==> config.mk <==
export PLATFORM = sky130hd
export DESIGN_NAME = umi_tx_arb_fifo
export DESIGN_NICKNAME = d
export VERILOG_FILES = /design/src/rtl/umi_tx_arb_fifo.sv
export SDC_FILE = /design/constraint.sdc
export NUM_CORES = 2
export LEC_CHECK = 0
export BUFFER_PORTS_ARGS = -buffer_cell sky130_fd_sc_hd__clkbuf_2
export CAP_MARGIN = 40
export CORE_MARGIN = 2
export CORE_UTILIZATION = 25
export CTS_BUF_LIST = sky130_fd_sc_hd__clkbuf_16
export CTS_CLUSTER_SIZE = 14
export DETAILED_ROUTE_END_ITERATION = 7
export GPL_TIMING_DRIVEN = 0
export HOLD_SLACK_MARGIN = 0.06
export PLACE_DENSITY = 0.4
export REMOVE_ABC_BUFFERS = 1
export SYNTH_ARGS = -nofsm -noshare
export SYNTH_HDL_FRONTEND = slang
export SYNTH_SLANG_ARGS = --single-unit
==> constraint.sdc <==
create_clock -name clk -period 28.1 [get_ports clk]
set_input_delay 2.81 -clock clk [delete_from_list [all_inputs] [get_ports clk]]
set_output_delay 2.81 -clock clk [all_outputs]
set_load 0.05 [all_outputs]
==> src/rtl/umi_tx_arb_fifo.sv <==
// umi_tx_arb_fifo: N per-channel UMI request FIFOs merged onto one registered
// UMI output through a round-robin or fixed-priority arbiter.
module umi_tx_arb_fifo #(
    parameter int unsigned N     = 2,
    parameter int unsigned DEPTH = 4,
    parameter int unsigned DW    = 256,
    parameter int unsigned AW    = 64,
    parameter int unsigned CW    = 32,
    localparam int unsigned LW   = $clog2(DEPTH + 1)
) (
    input  logic            clk,
    input  logic            nreset,
    input  logic            arb_mode,
    input  logic [N-1:0]    in_valid,
    output logic [N-1:0]    in_ready,
    input  logic [N*CW-1:0] in_cmd,
    input  logic [N*AW-1:0] in_dstaddr,
    input  logic [N*AW-1:0] in_srcaddr,
    input  logic [N*DW-1:0] in_data,
    output logic            out_valid,
    input  logic            out_ready,
    output logic [CW-1:0]   out_cmd,
    output logic [AW-1:0]   out_dstaddr,
    output logic [AW-1:0]   out_srcaddr,
    output logic [DW-1:0]   out_data,
    output logic [N*LW-1:0] fifo_level
);

    localparam int unsigned PW = $clog2(DEPTH);
    localparam int unsigned GW = (N > 1) ? $clog2(N) : 1;
    localparam int unsigned BW = CW + 2 * AW + DW;

    logic [BW-1:0] mem      [N][DEPTH];
    logic [BW-1:0] in_beat  [N];
    logic [PW-1:0] wptr     [N];
    logic [PW-1:0] rptr     [N];
    logic [LW-1:0] level    [N];
    logic [N-1:0]  push;
    logic [N-1:0]  pop;
    logic [N-1:0]  nonempty;
    logic [GW-1:0] ptr;
    logic [GW-1:0] gnt;
    logic [GW-1:0] cand;
    logic          gnt_vld;
    logic          load;
    logic [BW-1:0] head;

    // Per-channel status; ready depends on FIFO state only, never on valid/out_ready.
    always_comb begin
        in_ready   = '0;
        nonempty   = '0;
        push       = '0;
        fifo_level = '0;
        for (int i = 0; i < N; i++) begin
            in_ready[i]             = (level[i] != LW'(DEPTH));
            nonempty[i]             = (level[i] != '0);
            push[i]                 = in_valid[i] & in_ready[i];
            fifo_level[i*LW +: LW]  = level[i];
            in_beat[i] = {in_cmd[i*CW +: CW], in_dstaddr[i*AW +: AW],
                          in_srcaddr[i*AW +: AW], in_data[i*DW +: DW]};
        end
    end

    // Arbiter: descending loops so the first channel in search order is assigned last.
    always_comb begin
        gnt     = '0;
        gnt_vld = 1'b0;
        cand    = '0;
        if (arb_mode || (N == 1)) begin
            for (int k = int'(N) - 1; k >= 0; k--) begin
                if (nonempty[k]) begin
                    gnt     = GW'(k);
                    gnt_vld = 1'b1;
                end
            end
        end else begin
            for (int k = int'(N); k >= 1; k--) begin
                cand = GW'((int'(ptr) + k) % int'(N));
                if (nonempty[cand]) begin
                    gnt     = cand;
                    gnt_vld = 1'b1;
                end
            end
        end
    end

    // Output register may take a new beat when empty or being drained this cycle.
    always_comb begin
        load = !out_valid || out_ready;
        pop  = '0;
        if (load && gnt_vld) begin
            pop[gnt] = 1'b1;
        end
        head = mem[gnt][rptr[gnt]];
    end

    // FIFO pointers and occupancy; a full FIFO never accepts, even when popping.
    always_ff @(posedge clk or negedge nreset) begin
        if (!nreset) begin
            for (int i = 0; i < N; i++) begin
                wptr[i]  <= '0;
                rptr[i]  <= '0;
                level[i] <= '0;
            end
        end else begin
            for (int i = 0; i < N; i++) begin
                if (push[i]) wptr[i] <= wptr[i] + PW'(1);
                if (pop[i])  rptr[i] <= rptr[i] + PW'(1);
                level[i] <= level[i] + LW'(push[i]) - LW'(pop[i]);
            end
        end
    end

    // FIFO storage; contents are qualified by level, so no reset is needed.
    always_ff @(posedge clk) begin
        for (int i = 0; i < N; i++) begin
            if (push[i]) mem[i][wptr[i]] <= in_beat[i];
        end
    end

    // Registered output stage and round-robin pointer (updated on every grant).
    always_ff @(posedge clk or negedge nreset) begin
        if (!nreset) begin
            out_valid   <= 1'b0;
            out_cmd     <= '0;
            out_dstaddr <= '0;
            out_srcaddr <= '0;
            out_data    <= '0;
            ptr         <= GW'(N - 1);
        end else if (load) begin
            if (gnt_vld) begin
                out_valid <= 1'b1;
                {out_cmd, out_dstaddr, out_srcaddr, out_data} <= head;
                ptr       <= gnt;
            end else begin
                out_valid <= 1'b0;
            end
        end
    end

endmodule

# Yosys cells after proc, flatten, opt, wreduce, memory -nomap -nowiden
# Memory sizes are Yosys's and may differ from the RTL's.
# Cells that the tools add are included.
# Widths: inputs -> output; s select.
op_classes:
  n_reduce_logical: 9
  n_lt_le_gt_ge: 10
  mux: 31
  n_bitwise: 6
  eq_ne: 2
  n_addsub: 10
ops:
  columns: ["op", "count"]
  rows:
  - ["$mux 1664", 2]
  - ["$demux 416 s2", 2]
  - ["$mux 416", 4]
  - ["$bmux 416 s2", 1]
  - ["$mux 1", 17]
  - ["$ge 3x3->1 const B", 3]
  - ["$not 2->3", 3]
  - ["$add 2x1->2 const B", 4]
  - ["$mux 2", 4]
  - ["$add 3x1->3", 2]
  - ["$lt 1x2->1 const B", 3]
  - ["$lt 3x1->1 const B", 2]
  - ["$ne 3x3->1 const B", 2]
  - ["$reduce_bool 3->1", 2]
  - ["$sub 3x1->3", 2]
  - ["$logic_and 1x1->1", 4]
  - ["$add 1x1->1 const B", 2]
  - ["$and 1x1->1", 2]
  - ["$ge 2x2->1 const B", 1]
  - ["$not 1->2", 1]
  - ["$reduce_and 2->1", 1]
  - ["$demux 1 s1", 1]
  - ["$ge 1x1->1 const B", 1]
  - ["$logic_not 1->1", 1]
  - ["$logic_or 1x1->1", 1]
word_totals:
  memories: 1
  mem_bits_rw: 3328
  input_bits: 838
  register_bits: 432
  elab_cells: 81
  out_inout_bits: 425
memory_table:
  columns: ["name", "depth", "width", "rd", "rd_ports_with_merged_regs", "write_ports", "line", "text"]
  rows:
  - ["mem", 2, 1664, 1, 0, 2, "33", "logic [BW-1:0] mem [N][DEPTH];"]

# Longest topological paths before layout
logic_depth:
  depth_word: 14
  depth_mapped: 13
  ltp_nobuf: 11

# Worst setup path before layout
# OpenSTA, ideal clock, no wires.
synth_timing:
  path_type: "input to register"
  from: "input in_valid[0]"
  to: "memory mem[0][0] in the netlist's numbering, enable pin"
  arrival_time_ns: 12.257
  path_buffers: 0
  setup_slack_ns: 15.006
  setup_time_ns: 0.837
  cell_stages: 1
  required_ns: 27.263
  cell_sequence: "and3_1"
synth_rtl:
  columns: ["element", "line", "text"]
  rows:
  - ["start, declared", "14", "input logic [N-1:0] in_valid,"]
  - ["end, declared", "33", null]

# Final worst setup path
layout_timing:
  from: "input arb_mode"
  to: "register out_data[94]"
layout_via:
  elab_chain_cells: 9
  word_cells_on_any_way: 12
  cone_classes: "mux: 8; bitwise: 2; reduce/logical: 1; memory: 1"
layout_rtl:
  columns: ["element", "line", "text"]
  rows:
  - ["start, declared", "13", "input logic arb_mode,"]
  - ["$mux 1", "69", "if (arb_mode || (N == 1)) begin"]
  - ["$not 1->2 (implied by the code)", "94", "head = mem[gnt][rptr[gnt]];"]
  - ["$mux 2 (implied by the code) (3 in series)", "94", null]
  - ["$not 2->3 (implied by the code)", "94", null]
  - ["$bmux 416 s2", "94", null]
  - ["$mux 416 (implied by the code) (2 in series)", "94", null]
  - ["end signal, assigned", "128", "out_data <= '0;"]
  - ["end signal, assigned", "133", "{out_cmd, out_dstaddr, out_srcaddr, out_data} <= head;"]
  - ["end, declared", "25", "output logic [DW-1:0] out_data,"]
# Several ways; a longest one is shown, not always the timed one. The select of a mux whose other input is x is not followed.
# A chain may end at the register's enable or synchronous reset.

==> flow_metrics.py <==
metrics = {
    "status": {
        "status": "completed",
    },
    "power": {
        "power_per_cell_area_nw_per_um2": 117,
        "p_leak_nw": 66.0,
        "vdd_ir_drop_max_mv": 0.0988,
    },
    "finish": {
        "final_cell_mix": "edfxtp_1 (3328), clkbuf_2 (1261), mux2i_1 (1248)",
        "finish.net_count": 10900,
        "share_of_post_route_cells_with_drive_strength_above_1_pct": 20.9,
        "layout.cells.most_common": "edfxtp_1",
        "area_taken_by_flip_flops_and_latches_um2": 111000,
        "multi_input_comb_area_um2": 30800,
        "area_growth_pct": 24.0,
        "finalCoreUtilization_pct": 31.1,
        "filler_cell_count": 56000,
    },
    "clock_tree": {
        "cts.htree.levels": 5,
        "clk_pin_slew_ns": 0.06,
        "clock_latency_ns": 1.01,
        "cts_made_buffers": 422,
        "post_cts_resized": 0,
        "ctsRootBufferMaster": "clkbuf_16",
        "ctsLongestPathBuffers": 4,
        "cts_hold_buffers": 0,
        "cts_tree": "built",
        "numClockSinks": 3760,
        "number_of_setup_buffers_added_after_cts": 0,
    },
    "placed_design": {
        "dp_hpwl_um": 324000,
        "preCtsSetupSlack_ns": 21.90,
        "gp_congestion": 0.740,
        "port_buffers": 1262,
    },
    "floorplan": {
        "top_level_ports": 1263,
        "num_rows": 278,
        "initial_core_util_pct": 25.1,
        "dieArea_um2": 581000,
        "core_region_area_um2": 573000,
        "die-width_um": 762,
        "floorplan.die.height_um": 762,
    },
    "critical_path": {
        "cp_max_fo": 24,
        "capturing_point_of_the_worst_reg2reg_path": "out_data[31]",
        "worst-r2r-setup-slack_ns": 23.88,
        "worst_setup_path_start_kind": "primary input",
        "worstSetupStartpoint": "arb_mode",
        "source_of_the_worst_register_to_register_timing_path": "rptr[3]",
        "critical_path_required_ns": 29.01,
        "cp-end-kind": "flop",
        "timing_worst_setup_path_type": "in -> reg",
        "cp-endpoint": "out_data[94]",
        "reg2reg_depth": 11,
        "cp_data_arrival_time_ns": 6.13,
    },
    "timing": {
        "timing.final.setup_violations": 0,
        "clock-skew-final_ns": 0.0624,
        "max_clock_freq_mhz": 192,
        "setup-tns-final_ns": 0,
        "finalCritPeriodShare_pct": 18.6,
        "setup_repair_after_global_routing_missed_its_margin": "no",
        "timing.slew.headroom_pct": 41.1,
        "timing.final.max_slew_violations": 0,
        "worst_pin_slew_ns": 0.881,
        "timing.final.ws_setup_ns": 22.88,
        "period_needed_ns": 5.22,
        "timing_hold_violations_final": 0,
    },
    "global_routing": {
        "wire_length_of_the_first_global_routing_pass_um": 652000,
        "antenna_found_initial": 328,
        "vias_in_the_first_global_route": 81800,
        "grt_start_max_net_pins": 70,
        "globalRouteTotalUtil_pct": 15.8,
        "overflow": 0,
    },
    "detailed_routing": {
        "wire_per_inst_um": 26.4,
        "drt-total-wl_um": 477000,
        "met3_wirelength_um": 43800,
        "antenna_left": 0,
        "maxUsedRoutingLayer": "met5",
        "drc": 0,
        "dr_total_vias": 81600,
        "ratio_of_routed_vias_to_standard_cells": 4.53,
        "wire_length_on_met1_um": 200000,
        "met2WireLength_um": 218000,
        "drtPass1Iterations": 6,
        "drt_iter0_drc": 5371,
    },
    "min_path": {
        "hold_path_class": "reg -> reg",
        "min_delay_path_depth": 1,
    },
    "synth": {
        "synth_top_area_cell": "edfxtp_1",
        "synth_area_per_cell_um2": 16.8,
        "ys_seq_area_share_pct": 77.1,
        "synth-main-ff-cell": "edfxtp_1",
        "synth_area_um2": 144000,
        "synth_async_sr_flop_share_pct": 11.5,
        "yosys.cell_types.count": 31,
        "postSynthCellCount": 8546,
        "number_of_flops_mapped_to_enable_cells_by_yosys": 3328,
        "yosys.area.top_type_share_pct": 69.6,
        "yosys_register_bits": 3760,
        "synth_warnings": 0,
        "synthTopCellsByArea": "edfxtp_1 (70%), mux2i_1 (8.7%), dfrtp_1 (7.5%), a221o_1 (2.9%), nand2_1 (2.2%)",
    },
    "run": {
        "drv_cap": 0,
    },
}
==> logic make-up after synthesis <==
logic type | synth area share [%]
flops | 77.1
simple gates | 5.90
compound gates | 6.58
mux | 8.70
buf+inv | 1.54
fa+ha+maj | 0.132
xor+xnor | 0.0610
==> metal layers <==
metal / track usage [%] / vias up
li1: - / 36500
met1: 19.7 / 41600
met2: 24.9 / 2472
met3: 6.29 / 932
met4: 5.19 / 216
met5: 0 / -
==> area by class of cell <==
class	count	share of cell area, %
clock inverter	367	1.49
tap	7560	5.31
clock buffer	427	6.00
multi-input combinational	4219	17.3
timing repair buffer	1590	7.58
sequential	3760	62.2
inverter	12	0.0253
antenna	96	0.135
==> through the flow <==
stage	hold slack (ns)	total power [mW]	std cells	cell area, um2
after floorplan	0.457	17.4	7991	141000
after global placement	0.484	22.8	16800	157000
after detailed placement	0.489	15.8	17100	165000
after CTS	0.501	21.2	17900	178000
after global routing	0.520	21.9	18000	178000
final	0.505	20.8	18000	178000
==> synth_stat cells (3+ instances only) <==
master       n
edfxtp_1  3328
dfrtp_1    431
xnor2_1      8
inv_1       12
nor2b_1    416
buf_2       37
nor2_1       5
mux2i_1   1248
buf_1       19
and2_1       3
nand2_1    840
buf_6        4
a21oi_1    417
a221o_1    416
a211oi_1   416
clkbuf_1   493
and3_1     424
ha_1        12
==> where the power goes <==
| part | internal [mW] | leakage (nW) | switching, mW |
|---|---|---|---|
| Combinational | 2.54 | 23.3 | 5.10 |
| Sequential | 7.48 | 35.7 | 0.407 |
| Clock | 3.02 | 6.96 | 2.29 |
==> how the worst min path moves through the flow <==
| stage | end | from | slack, ns |
|---|---|---|---|
| floorplan | rptr[2] | rptr[2] | 0.46 |
| global placement | rptr[2] | rptr[2] | 0.48 |
| detailed placement | rptr[2] | rptr[2] | 0.49 |
| CTS | rptr[2] | rptr[2] | 0.50 |
| global route | out_data[8] | out_data[8] | 0.52 |
| finish | rptr[2] | rptr[2] | 0.50 |
==> critical path, stage by stage <==
cell      delay (ns)
clkbuf_2        0.10
o32ai_2         0.22
and2_4          0.51
a21oi_1         0.20
nor2_4          0.70
buf_12          0.28
buf_12          0.21
buf_12          0.20
buf_16          0.19
buf_12          0.19
buf_12          0.20
a221o_1         0.17
==> sequential cells by signal, summed over array words and instances (netlist names) <==
register     cells
fifo_level       6
rptr             4
out_cmd         32
ptr              1
out_srcaddr     64
wptr             4
out_data       256
out_dstaddr     64
mem           3328
out_valid        1
No activity file was read; power rests on OpenSTA's default activity.
